$ cat config.mk
export PLATFORM = sky130hd
export DESIGN_NAME = mcdf_formatter
export DESIGN_NICKNAME = d
export VERILOG_FILES = /design/src/rtl/mcdf_formatter.sv
export SDC_FILE = /design/constraint.sdc
export NUM_CORES = 1
export LEC_CHECK = 0
export CAP_MARGIN = 10
export CORE_UTILIZATION = 30
export DETAILED_ROUTE_END_ITERATION = 12
export PLACE_DENSITY = 0.51
export SYNTH_ARGS = -nofsm -noshare
export SYNTH_HDL_FRONTEND = slang
export SYNTH_SLANG_ARGS = --single-unit
$ cat constraint.sdc
create_clock -name clk_i -period 3.65 [get_ports clk_i]
set_input_delay 0.73 -clock clk_i [delete_from_list [all_inputs] [get_ports clk_i]]
set_output_delay 0.73 -clock clk_i [all_outputs]
set_load 0.1 [all_outputs]
$ cat src/rtl/mcdf_formatter.sv
// rtl/mcdf_formatter.sv - store-and-forward packet formatter for the MCDF arbiter->formatter link
module mcdf_formatter #(
    parameter int DW    = 32,
    parameter int DEPTH = 32,
    parameter int LENW  = 6
) (
    input  logic            clk_i,
    input  logic            rstn_i,
    output logic            f2a_id_req_o,
    output logic            f2a_ack_o,
    input  logic            a2f_val_i,
    input  logic [1:0]      a2f_id_i,
    input  logic [DW-1:0]   a2f_data_i,
    input  logic [2:0]      a2f_pkglen_sel_i,
    output logic            fmt_req_o,
    input  logic            fmt_grant_i,
    output logic [1:0]      fmt_chid_o,
    output logic [LENW-1:0] fmt_length_o,
    output logic            fmt_val_o,
    output logic [DW-1:0]   fmt_data_o,
    output logic            fmt_start_o,
    output logic            fmt_end_o
);

    localparam int AW = $clog2(DEPTH);
    localparam logic [LENW-1:0] ONE = LENW'(1);

    typedef enum logic [1:0] {IDLE, RECV, REQ, SEND} state_t;

    state_t          state, state_nxt;
    logic [LENW-1:0] rcnt, scnt, len_q;
    logic [LENW-1:0] rcnt_inc, last_idx;
    logic [1:0]      chid_q;
    logic            xfer;
    logic [DW-1:0]   mem [DEPTH];
    logic [AW-1:0]   widx, ridx;

    function automatic logic [LENW-1:0] decode_len(input logic [2:0] sel);
        case (sel)
            3'd0:    return LENW'(4);
            3'd1:    return LENW'(8);
            3'd2:    return LENW'(16);
            default: return LENW'(32);
        endcase
    endfunction

    always_comb begin
        f2a_ack_o = 1'b0;
        case (state)
            IDLE:    f2a_ack_o = f2a_id_req_o & a2f_val_i;
            RECV:    f2a_ack_o = a2f_val_i;
            default: f2a_ack_o = 1'b0;
        endcase
    end

    assign xfer     = a2f_val_i & f2a_ack_o;
    assign rcnt_inc = rcnt + ONE;
    assign last_idx = len_q - ONE;

    always_comb begin
        state_nxt = state;
        case (state)
            IDLE: if (xfer) state_nxt = RECV;
            RECV: if (xfer && rcnt_inc == len_q) state_nxt = REQ;
            // grant only counts while the request is actually on the bus
            REQ:  if (fmt_req_o && fmt_grant_i) state_nxt = SEND;
            SEND: if (scnt == last_idx) state_nxt = IDLE;
            default: state_nxt = IDLE;
        endcase
    end

    always_ff @(posedge clk_i or negedge rstn_i) begin
        if (!rstn_i) begin
            state        <= IDLE;
            rcnt         <= '0;
            scnt         <= '0;
            len_q        <= '0;
            chid_q       <= '0;
            f2a_id_req_o <= 1'b0;
            fmt_req_o    <= 1'b0;
        end else begin
            state        <= state_nxt;
            f2a_id_req_o <= (state_nxt == IDLE);
            fmt_req_o    <= (state_nxt == REQ);
            if (state == IDLE && xfer) begin
                chid_q <= a2f_id_i;
                len_q  <= decode_len(a2f_pkglen_sel_i);
            end
            if (xfer) rcnt <= rcnt_inc;
            if (state == SEND) scnt <= scnt + ONE;
            if (state == SEND && state_nxt == IDLE) begin
                rcnt <= '0;
                scnt <= '0;
            end
        end
    end

    assign widx = AW'(rcnt);
    assign ridx = AW'(scnt);

    always_ff @(posedge clk_i) begin
        if (xfer) mem[widx] <= a2f_data_i;
    end

    assign fmt_val_o    = (state == SEND);
    assign fmt_start_o  = fmt_val_o && (scnt == '0);
    assign fmt_end_o    = fmt_val_o && (scnt == last_idx);
    assign fmt_data_o   = fmt_val_o ? mem[ridx] : '0;
    assign fmt_chid_o   = chid_q;
    assign fmt_length_o = len_q;

endmodule
==> impl_metrics.json <==
{
  "regToRegSetupSlack_ns": 1.17,
  "worstSetupPathDepth": 10,
  "timing.fmax_mhz": 261,
  "die-area_um2": 137000,
  "vdd.ir_drop.worst_v": 0.000401,
  "gp_routability_congestion": 0.748,
  "final_cell_count_no_fill": 4120,
  "worstRegToRegCells": 5,
  "n_antenna_cell": 0,
  "clkTransAtPathRegs_ns": 0.06,
  "peak_per_stage_delay_on_the_critical_path_ns": 0.51,
  "clock-sinks": 1046,
  "p_seq_frac": 0.372,
  "count_of_flip_flops_with_a_built_in_enable_after_synthesis": 1024,
  "critical_path.startpoint": "scnt[0]$_DFFE_PN0P_",
  "slew_viol_final": 0,
  "power.clock.fraction": 0.274,
  "dp.final_hpwl_mm": 62.0,
  "grt_antenna_before_repair": 7,
  "num-fill-cells": 12000,
  "worstSetupEndpointType": "primary output",
  "worst_ep_required_time_ns": 2.92,
  "worst-setup-path-type": "flip-flop to primary output",
  "combPwrFrac": 0.353,
  "cts-htree-levels": 3,
  "clk_latency_ns": 0.71,
  "cellInternalPower_uw": 25500,
  "fin_area_um2": 51000,
  "timing_worst_slew_pin_value_ns": 1.16,
  "power.net_switching_uw": 12100,
  "globalRoute.busiestLayer": "met2",
  "ys.warnings.count": 0,
  "leakage_component_of_the_power_uw": 0.0160,
  "hold_buffers": 0,
  "rsz0062_at_grt": "true",
  "place.port_buffers": 84,
  "cts.root.buffer_cell": "sky130_fd_sc_hd__clkbuf_16",
  "placementRows": 134,
  "crit_family": "buffers and inverters",
  "worst_slack_ns": -0.180,
  "numCtsBuffers": 103,
  "min_period_over_period": 1.05,
  "reg2reg_to": "mem[5][20]$_DFFE_PP_",
  "syn-cell-area_um2": 40700,
  "synthesis.instances": 1950,
  "ys_dominant_reg_cell": "sky130_fd_sc_hd__edfxtp_1",
  "worst_path_most_repeated_cell": "sky130_fd_sc_hd__buf_12",
  "core-area_um2": 134000,
  "post-route-min-period_ns": 3.83,
  "drt-initial-drc-count": 2003,
  "startpoint_kind_of_the_worst_setup_timing_path": "flip-flop",
  "route.detailed.vias_per_inst": 5.09,
  "worst_min_path_class": "flip-flop to flip-flop",
  "grt_start_max_net_pins": 44,
  "die_h_um": 370,
  "overflow": 0,
  "totalNegativeSetupSlack_ns": -2.19,
  "ant_nets": 0,
  "vias": 21000,
  "grt_first_pass_wirelength_mm": 162,
  "area_growth_syn_to_layout_pct": 25.3,
  "num_io_pins": 87,
  "cts_buffer_depth": 3,
  "fin_total_pwr_uw": 37600,
  "final_layout_size_suffix_gt1_frac": 0.340,
  "wirelength_mm": 116,
  "total_of_endpoints_with_negative_setup_slack_in_the_final_report": 29,
  "slew-limit-headroom": 0.226,
  "cp_slowest_cell": "sky130_fd_sc_hd__mux4_2",
  "first_global_vias": 21400,
  "chipWidth_um": 370,
  "violations": "negative setup slack",
  "critical_path_arrival_ns": 3.10,
  "drtPass1Iterations": 7,
  "cts_tree": "yes",
  "final_core_utilization": 0.381,
  "netlist-cell-type-count": 55,
  "gr-usage-met1": 0.227,
  "power-per-cell-area_nw_per_um2": 738,
  "starting_utilization_of_the_core_area": 0.304,
  "global_route.usage.met2": 0.270,
  "nets": 2316,
  "status": "finished with violations",
  "ys_ff_latch": 1046,
  "numPlacedInstances": 3836,
  "critPathBufInv": 5,
  "synth.yosys.seq_area_share": 0.769,
  "setup.worst_path.end": "fmt_data_o[3]",
  "grt_use_met3": 0.0368,
  "postSynth.asyncResetShare": 0.0210,
  "drt-wirelength-per-cell_um": 28.2,
  "worst_clock_skew_ns": 0.0281,
  "syn_area_per_cell_um2": 20.9,
  "timing.final.hold_violations": 0,
  "maxCapViolations": 0,
  "post_dp_cell_area_um2": 45500,
  "path_cells": "buf_12 > buf_16 > buf_8 > mux4_2 > mux2i_2 > nand2_1 > o311ai_2 > buf_4 > a31oi_4 > buf_12",
  "post-route-drc-count": 0,
  "global_route.usage.total": 0.168,
  "max_fanout_on_critical_path": 5,
  "crit-reg2reg-launch": "state[1]$_DFF_PN0_",
  "switching_share": 0.322
}
[synth_stat cells, drive strengths merged, types with 3 or more instances]
master	count	area [um^2]
nor2	55	206
mux4	216	4860
o32ai	3	26.3
clkbuf	37	143
o21ai	42	210
a22oi	34	255
ha	8	100
nand2b	4	25.0
a221oi	3	26.3
nor2b	22	138
nor3	8	40.0
a211o	3	26.3
a2111oi	5	65.1
o311ai	18	158
a211oi	19	143
a31oi	17	106
nand2	97	364
a21oi	25	125
dfrtp	22	551
inv	6	22.5
xor2	5	43.8
nand3b	7	52.6
o32a	3	30.0
o22ai	10	62.6
mux2	16	180
buf	74	567
a22o	3	26.3
nand3	33	165
edfxtp	1024	30700
xnor2	12	105
mux2i	98	981
[sequential cells by signal (all words and copies together), names as in the netlist]
signal        count
fmt_chid_o        2
scnt              6
mem            1024
f2a_id_req_o      1
fmt_length_o      4
state             2
rcnt              6
fmt_req_o         1
[worst register-to-register path, stage by stage (launching register included)]
cell                      delay, ns
sky130_fd_sc_hd__dfrtp_1       0.45
sky130_fd_sc_hd__nor2b_1       0.27
sky130_fd_sc_hd__o21a_1        0.20
sky130_fd_sc_hd__nand2_1       0.41
sky130_fd_sc_hd__nor2_4        0.57
sky130_fd_sc_hd__buf_12        0.26
[metrics by stage]
step | hold WS, ns | setup slack, ns
final | 0.477 | -0.180
after global routing | 0.537 | -0.237
after CTS | 0.483 | -0.260
after detailed placement | 0.468 | 0.108
after global placement | 0.463 | 0.0923
after floorplan | 0.434 | -0.287
[metal layers]
layer | vias up | wire length (um) | share of wire
li1 | 8740 | - | -
met1 | 11400 | 49900 | 0.43
met2 | 689 | 55900 | 0.48
met3 | 143 | 7810 | 0.067
met4 | 14 | 2530 | 0.022
met5 | - | 90 | 0.00077
[area by class of cell]
type,instances,area [um^2],share of cell area
clock inverters,57,459,0.00900
flip-flops and latches,1046,31300,0.614
clock buffers,133,2790,0.0548
repair buffers,322,4390,0.0861
multi-input cells,787,9810,0.192
well taps,1768,2210,0.0434
inverters,7,30.0,0.000589
[kinds of logic after synthesis]
group / after synthesis / synth area share
compound gates: 192 / 0.0323
xor+xnor: 17 / 0.00366
fa+ha+maj: 8 / 0.00246
buf+inv: 118 / 0.0181
flops: 1046 / 0.769
mux: 330 / 0.148
other cells: 1 / 0.0000921
simple gates: 238 / 0.0263
[what timing repair did]
action | CTS | global route
buffers inserted | 41 | 42
pin swaps | 18 | 25
gates cloned | 11 | 4
resized for setup | 124 | 125
setup endpoints to repair | 33 | 33
[worst min path at each step]
stage / startpoint / to / slack (ns) / depth (start not counted)
after floorplan: rstn_i / f2a_id_req_o$_DFF_PN0_ / 0.43 / 0
after global placement: fmt_chid_o[1]$_DFFE_PN0P_ / fmt_chid_o[1]$_DFFE_PN0P_ / 0.46 / 2
after detailed placement: fmt_chid_o[0]$_DFFE_PN0P_ / fmt_chid_o[0]$_DFFE_PN0P_ / 0.47 / 2
after CTS: fmt_chid_o[0]$_DFFE_PN0P_ / fmt_chid_o[0]$_DFFE_PN0P_ / 0.48 / 2
after global routing: fmt_chid_o[1]$_DFFE_PN0P_ / fmt_chid_o[1]$_DFFE_PN0P_ / 0.54 / 2
final: fmt_chid_o[0]$_DFFE_PN0P_ / fmt_chid_o[0]$_DFFE_PN0P_ / 0.48 / 2
[cell usage in the layout, fill, tap and decap left out, types with 10 or more instances in the layout]
cell                              count
sky130_fd_sc_hd__clkdlybuf4s50_1     48
sky130_fd_sc_hd__buf_6               21
sky130_fd_sc_hd__mux2i_1             89
sky130_fd_sc_hd__mux4_2             216
sky130_fd_sc_hd__xnor2_1             12
sky130_fd_sc_hd__clkbuf_16          114
sky130_fd_sc_hd__nand2_1             93
sky130_fd_sc_hd__buf_4              126
sky130_fd_sc_hd__nand3_1             31
sky130_fd_sc_hd__a22oi_1             24
sky130_fd_sc_hd__o21ai_2             14
sky130_fd_sc_hd__edfxtp_1          1024
sky130_fd_sc_hd__mux2_2              10
sky130_fd_sc_hd__o311ai_2            12
sky130_fd_sc_hd__a211oi_1            18
sky130_fd_sc_hd__o21ai_0             18
sky130_fd_sc_hd__a21oi_1             22
sky130_fd_sc_hd__nor2b_1             18
sky130_fd_sc_hd__dfrtp_1             17
sky130_fd_sc_hd__a31oi_4             15
sky130_fd_sc_hd__buf_16              20
sky130_fd_sc_hd__clkinv_2            15
sky130_fd_sc_hd__clkbuf_1            23
sky130_fd_sc_hd__clkinv_1            27
sky130_fd_sc_hd__buf_12              88
sky130_fd_sc_hd__nor2_4              33
sky130_fd_sc_hd__nor2_1              18
sky130_fd_sc_hd__a22oi_2             10
[power by group through the flow]
stage | sequential [uW] | combinational, uW | clock (uW)
final | 14000 | 13300 | 10300
after global routing | 14100 | 13900 | 10900
after CTS | 14100 | 12300 | 10500
after detailed placement | 14400 | 10400 | 0
after global placement | 14400 | 10300 | 0
after floorplan | 14300 | 6940 | 0
No activity file was read; power rests on OpenSTA's default activity.
==> edit 1: new RTL, same flow settings <==
The 4 states of `state_t` get a one-hot encoding in 4 bits.
--- a/src/rtl/mcdf_formatter.sv
+++ b/src/rtl/mcdf_formatter.sv
@@ -25,7 +25,7 @@
     localparam int AW = $clog2(DEPTH);
     localparam logic [LENW-1:0] ONE = LENW'(1);
 
-    typedef enum logic [1:0] {IDLE, RECV, REQ, SEND} state_t;
+    typedef enum logic [3:0] {IDLE = 4'b0001, RECV = 4'b0010, REQ = 4'b0100, SEND = 4'b1000} state_t;
 
     state_t          state, state_nxt;
     logic [LENW-1:0] rcnt, scnt, len_q;
Formal check against the unedited RTL: no difference found for any inputs over 4 cycles, from zero or initial values and one cycle with rstn_i low; so few cycles prove little.
==> edit 1 against the original RTL <==
  * The flow still finishes with violations (negative setup slack)
  * Cell area shrank 0.58%
  * Sequential share of layout area grew 0.45 points
  * Routed wire length shrank 2.1%
  * Sequential cell count grew 2
  * Synthesized area shrank 0.14%
  * Worst setup slack lost 0.0072 ns
  * Global-route usage shrank 0.084 points
  * Critical path type unchanged
Power is not compared: it rests on default switching activity, and its combinational part moved more than twofold at a synthesized area within 25%.
==> edit 1: results (changes against the original RTL) <==
Setup path
  – R2R setup slack: 0.86 ns (was 1.17 ns)
  – FF-to-FF path depth: 8 (was 5)
  – CP max FO: 9 (was 5)

Place
  – Post-Place Cells: 3,794 (was 3,836)
  – Place WS: 0.130 ns (was 0.108 ns)
  – Placed inst area: 45,400 µm² (was 45,500 µm²)
  – GPL Wtd Cong: 0.791 (was 0.748)

Run status
  – Violated checks: negative setup slack (unchanged)
  – Status: finished, violations left (unchanged)

Yosys
  – Synth Area in Compound Gates: 4.53% (was 3.23%)
  – Top cells by count, synth: edfxtp_1, mux4_2, mux2i_1 (unchanged)
  – Synth area leaders: edfxtp_1, mux4_2, mux2i_1 (unchanged)
  – Cell count after synthesis: 1,913 (was 1,950)

Timing
  – Sum Neg Setup Slack: -3.61 ns (was -2.19 ns)
  – Slew HR: 23.0% (was 22.6%)
  – Setup WS post-layout: -0.187 ns (was -0.180 ns)
  – Final setup violation count: 31 (was 29)
  – Skew final: 0.0294 ns (was 0.0281 ns)

Global routing
  – Total Routing Usage GR: 16.7% (was 16.8%)
  – Initial antenna violation count: 3 (was 7)
  – Vias in the first global route: 21,400 (about the same)

Drt
  – Iteration-0 DRC Markers: 2,255 (was 2,003)
  – Via-to-Cell Ratio: 5.11 (was 5.09)

Layout
  – Fin nets: 2,255 (was 2,316)
  – Layout cell share with drive strength beyond 1: 33.8% (was 34.0%)

CTS
  – CTS Buf Count: 106 (was 103)
==> edit 1: changes by cell type after synthesis, moves of 17 or more <==
cell	unedited run	this run
o21ai_0	41	11
nand2_1	97	68
a22o_1	3	31
nand3_1	33	9
o22ai_1	10	33
a211oi_1	19	38
o221ai_1	0	18
o311ai_0	18	0
a31oi_1	17	0
==> edit 1: worst max path at each step <==
stage	start	endpoint	slack, ns	cells after the start
final	scnt[0]	fmt_data_o[12]	-0.19	9
after global routing	scnt[0]	fmt_data_o[28]	-0.29	8
after CTS	scnt[0]	fmt_data_o[13]	-0.26	11
after detailed placement	scnt[0]	fmt_data_o[4]	0.13	7
after global placement	scnt[0]	fmt_data_o[4]	0.12	7
after floorplan	scnt[1]	fmt_data_o[0]	-0.74	6
==> edit 1: kinds of logic (layout without fill, tap and decap cells) <==
family	Yosys count	after routing
flip-flops	1048	1048
multiplexers	293	293
AO/OA/AOI/OAI	229	229
AND/OR/NAND/NOR	189	189
buffers and inverters	122	502
XOR/XNOR	23	23
adder cells (fa/ha/maj)	8	8
other	1	4
==> edit 1: per-layer routing <==
| metal | part of all wire [%] | vias up | GRT usage [%] |
|---|---|---|---|
| met5 | 0.023 | - | 0 |
| met4 | 2.1 | 4 | 4.22 |
| met3 | 6.7 | 130 | 3.13 |
| met2 | 48 | 729 | 26.7 |
| met1 | 44 | 11300 | 23.4 |
| li1 | - | 8637 | - |
==> edit 1: what timing repair did <==
action / CTS / global route
endpoints found under the hold margin: 0 / 0
hold buffers: 0 / 0
setup buffers: 56 / 4
cloned: 15 / 0
resized for setup: 135 / 38
endpoints found under the setup margin: 33 / 33
pin swaps: 44 / 24
==> edit 1: power by group through the flow <==
stage	Sequential, mW	Combinational (mW)	Clock [mW]
2_1_floorplan	14.3	0.808	0
3_3_place_gp	14.1	1.84	0
3_5_place_dp	14.2	1.89	0
4_1_cts	13.9	1.92	11.3
5_1_grt	14.0	2.02	11.7
6_report	13.9	1.91	11.1
==> edit 1: final cells by class <==
cell class              count  area (µm²)  share of cell area [%]
well taps                1768        2210                    4.36
clock buffers             126        2750                    5.42
inverters                  10        37.5                  0.0740
repair buffers            296        4030                    7.94
multi-input cells         744        9550                    18.8
diodes                      2        5.00                 0.00987
clock inverters            70         776                    1.53
flip-flops and latches   1048       31400                    61.8
==> edit 1: worst max-delay path: stages (launching register included) <==
cell and delay, ns:
dfrtp_4 0.54, buf_12 0.16, buf_16 0.15, buf_12 0.14
mux4_2 0.33, nor2_1 0.04, a2111oi_1 0.41, a21oi_2 0.11
o22ai_2 0.28, buf_12 0.22
==> edit 2: new RTL, config.mk and constraints unchanged <==
Without the edit above. Set the parameter `DEPTH` to 16 (it was 32).
--- a/src/rtl/mcdf_formatter.sv
+++ b/src/rtl/mcdf_formatter.sv
@@ -1,7 +1,7 @@
 // rtl/mcdf_formatter.sv - store-and-forward packet formatter for the MCDF arbiter->formatter link
 module mcdf_formatter #(
     parameter int DW    = 32,
-    parameter int DEPTH = 32,
+    parameter int DEPTH = 16,
     parameter int LENW  = 6
 ) (
     input  logic            clk_i,
Check against the original RTL: no difference found for any inputs over 4 cycles, from zero or initial values and one cycle with rstn_i low; that may be too few to reach the edited logic, so the function may still have changed.
==> edit 2 against the original RTL <==
  * Power decreased by 46%
  * Combinational power is 43% lower
  * Clock skew fell by 0.013 ns
  * Routed wire length down 59%
  * Synthesized area down 49%
  * Cell area decreased by 50%
  * First-iteration DRC count fell by 64%
  * Largest cell class unchanged
  * Maximum frequency increased by 8.0%
  * Sequential share of layout area rose by 1.0 points
  * Hold slack improved by 0.013 ns
  * Sequential cell count decreased by 512
  * Highest routed layer unchanged
  * Worst setup slack gained 0.28 ns
  * Clock power fell by 47%
==> edit 2: results (changes against the original RTL) <==
Run status
  – Status: complete, no violations (was finished, violations left)

Layout
  – Fillers: 6,240 (was 12,000)
  – Finished Layout Cells: 2,097 (was 4,120)
  – Layout cell share with drive strength beyond 1: 30.7% (was 34.0%)
  – Fin nets: 1,177 (was 2,316)
  – Largest regs: mem: 512 flops, rcnt: 6 flops, scnt: 6 flops (was mem: 1024 flops, rcnt: 6 flops, scnt: 6 flops)

Setup path
  – Critical path data arrival time: 2.82 ns (was 3.10 ns)
  – CP max FO: 17 (was 5)

Timing
  – Final setup violation count: 0 (was 29)
  – Slew HR: 34.9% (was 22.6%)

CTS
  – CTS Buf Count: 54 (was 103)
  – Worst-Skew Late Latency: 0.59 ns (was 0.71 ns)
  – H-tree depth: 2 (was 3)

Power and ir drop
  – Peak supply drop: 0.551 mV (was 0.401 mV)
  – Leakage Power: 8.12 nW (was 16.0 nW)

Place
  – GPL Wtd Cong: 0.713 (was 0.748)
  – Dpl hpwl: 26,200 µm (was 62,000 µm)
  – Post-Place Cells: 1,999 (was 3,836)

Yosys
  – Post-synth EDFFs: 512 (was 1,024)
  – Synth area leaders: edfxtp_1, mux4_2, dfrtp_1 (was edfxtp_1, mux4_2, mux2i_1)
  – Cell count after synthesis: 980 (was 1,950)
  – Asr flop ratio synth: 4.12% (was 2.10%)
  – Sequential element share of the synthesized area: 76.1% (was 76.9%)

Drt
  – DRT Pass-1 Iters: 4 (was 7)
  – Drt wl/cell: 22.5 µm (was 28.2 µm)

Hold path
  – Hold Crit Class: input port to asynchronous set/reset pin (was register to register)

Global routing
  – Largest net degree at the start of global routing: 41 (was 44)
  – Global-route wire length before repair: 69,600 µm (was 162,000 µm)
  – Total Routing Usage GR: 13.4% (was 16.8%)
  – Initial antenna violation count: 2 (was 7)
edit 2: cells by family (layout without fill, tap and decap cells):
group                    Yosys count  after routing  share of synthesized area (%)
AO/OA/AOI/OAI                     54             54                           1.50
XOR/XNOR                          18             18                          0.754
buffers and inverters             59            244                           1.36
other                              1              2                         0.0179
adder cells (fa/ha/maj)            8              8                          0.479
flip-flops                       534            534                           76.1
multiplexers                     194            194                           17.1
AND/OR/NAND/NOR                  112            112                           2.63
edit 2: area by class of cell:
cell class | count | area (µm²) | area share, %
multi-input combinational | 388 | 4740 | 18.6
sequential | 534 | 15900 | 62.4
clock buffer | 66 | 1400 | 5.47
inverter | 10 | 37.5 | 0.147
clock inverter | 28 | 319 | 1.25
tap | 931 | 1160 | 4.56
timing repair buffer | 140 | 1940 | 7.59
edit 2: per-layer routing:
layer / wire (µm) / vias up / global-route usage (%)
li1: - / 4328 / -
met1: 22200 / 5291 / 19.0
met2: 22200 / 174 / 21.4
met3: 1880 / 65 / 2.36
met4: 877 / 4 / 3.43
met5: 17 / - / 0
edit 2: path summary, 6_finish.rpt:
kind	from	to	slack [ns]	cells after the start
max	scnt[0]	fmt_data_o[25]	0.10	7
max in group asynchronous	rstn_i	scnt[2]	2.89	2
min in group clk_i	fmt_chid_o[1]	fmt_chid_o[1]	0.53	1
min reg2reg	fmt_chid_o[1]	fmt_chid_o[1]	0.53	1
min	rstn_i	scnt[3]	0.49	2
max reg2reg	state[1]	mem[9][23]	1.35	5
edit 2: report_power, final:
group / total, mW / switching (mW) / internal [mW]
registers: 7.46 / 0.264 / 7.20
clock network: 5.41 / 2.26 / 3.14
logic: 7.54 / 4.38 / 3.16
total: 20.4 / 6.91 / 13.5
edit 2: metrics by stage:
| stage | worst slack [ns] | power [mW] | instance area, µm² |
|---|---|---|---|
| 2_1_floorplan | -0.634 | 12.6 | 20900 |
| 3_3_place_gp | 0.527 | 15.2 | 23700 |
| 3_5_place_dp | 0.548 | 15.2 | 23700 |
| 4_1_cts | 0.00477 | 20.6 | 25500 |
| 5_1_grt | 0.0430 | 21.2 | 25500 |
| 6_report | 0.104 | 20.4 | 25500 |
edit 2: repair_timing:
action / 4_1_cts / 5_1_grt
buffers inserted: 1 / 3
resized for setup: 0 / 0
setup endpoints to repair: 26 / 10
edit 2: critical path: stages, from the launching register on:
cell and delay, ns:
dfrtp_4 0.52, buf_12 0.16, buf_12 0.16, buf_12 0.14, mux4_2 0.32, mux2i_1 0.06, o21ai_0 0.58, buf_12 0.26
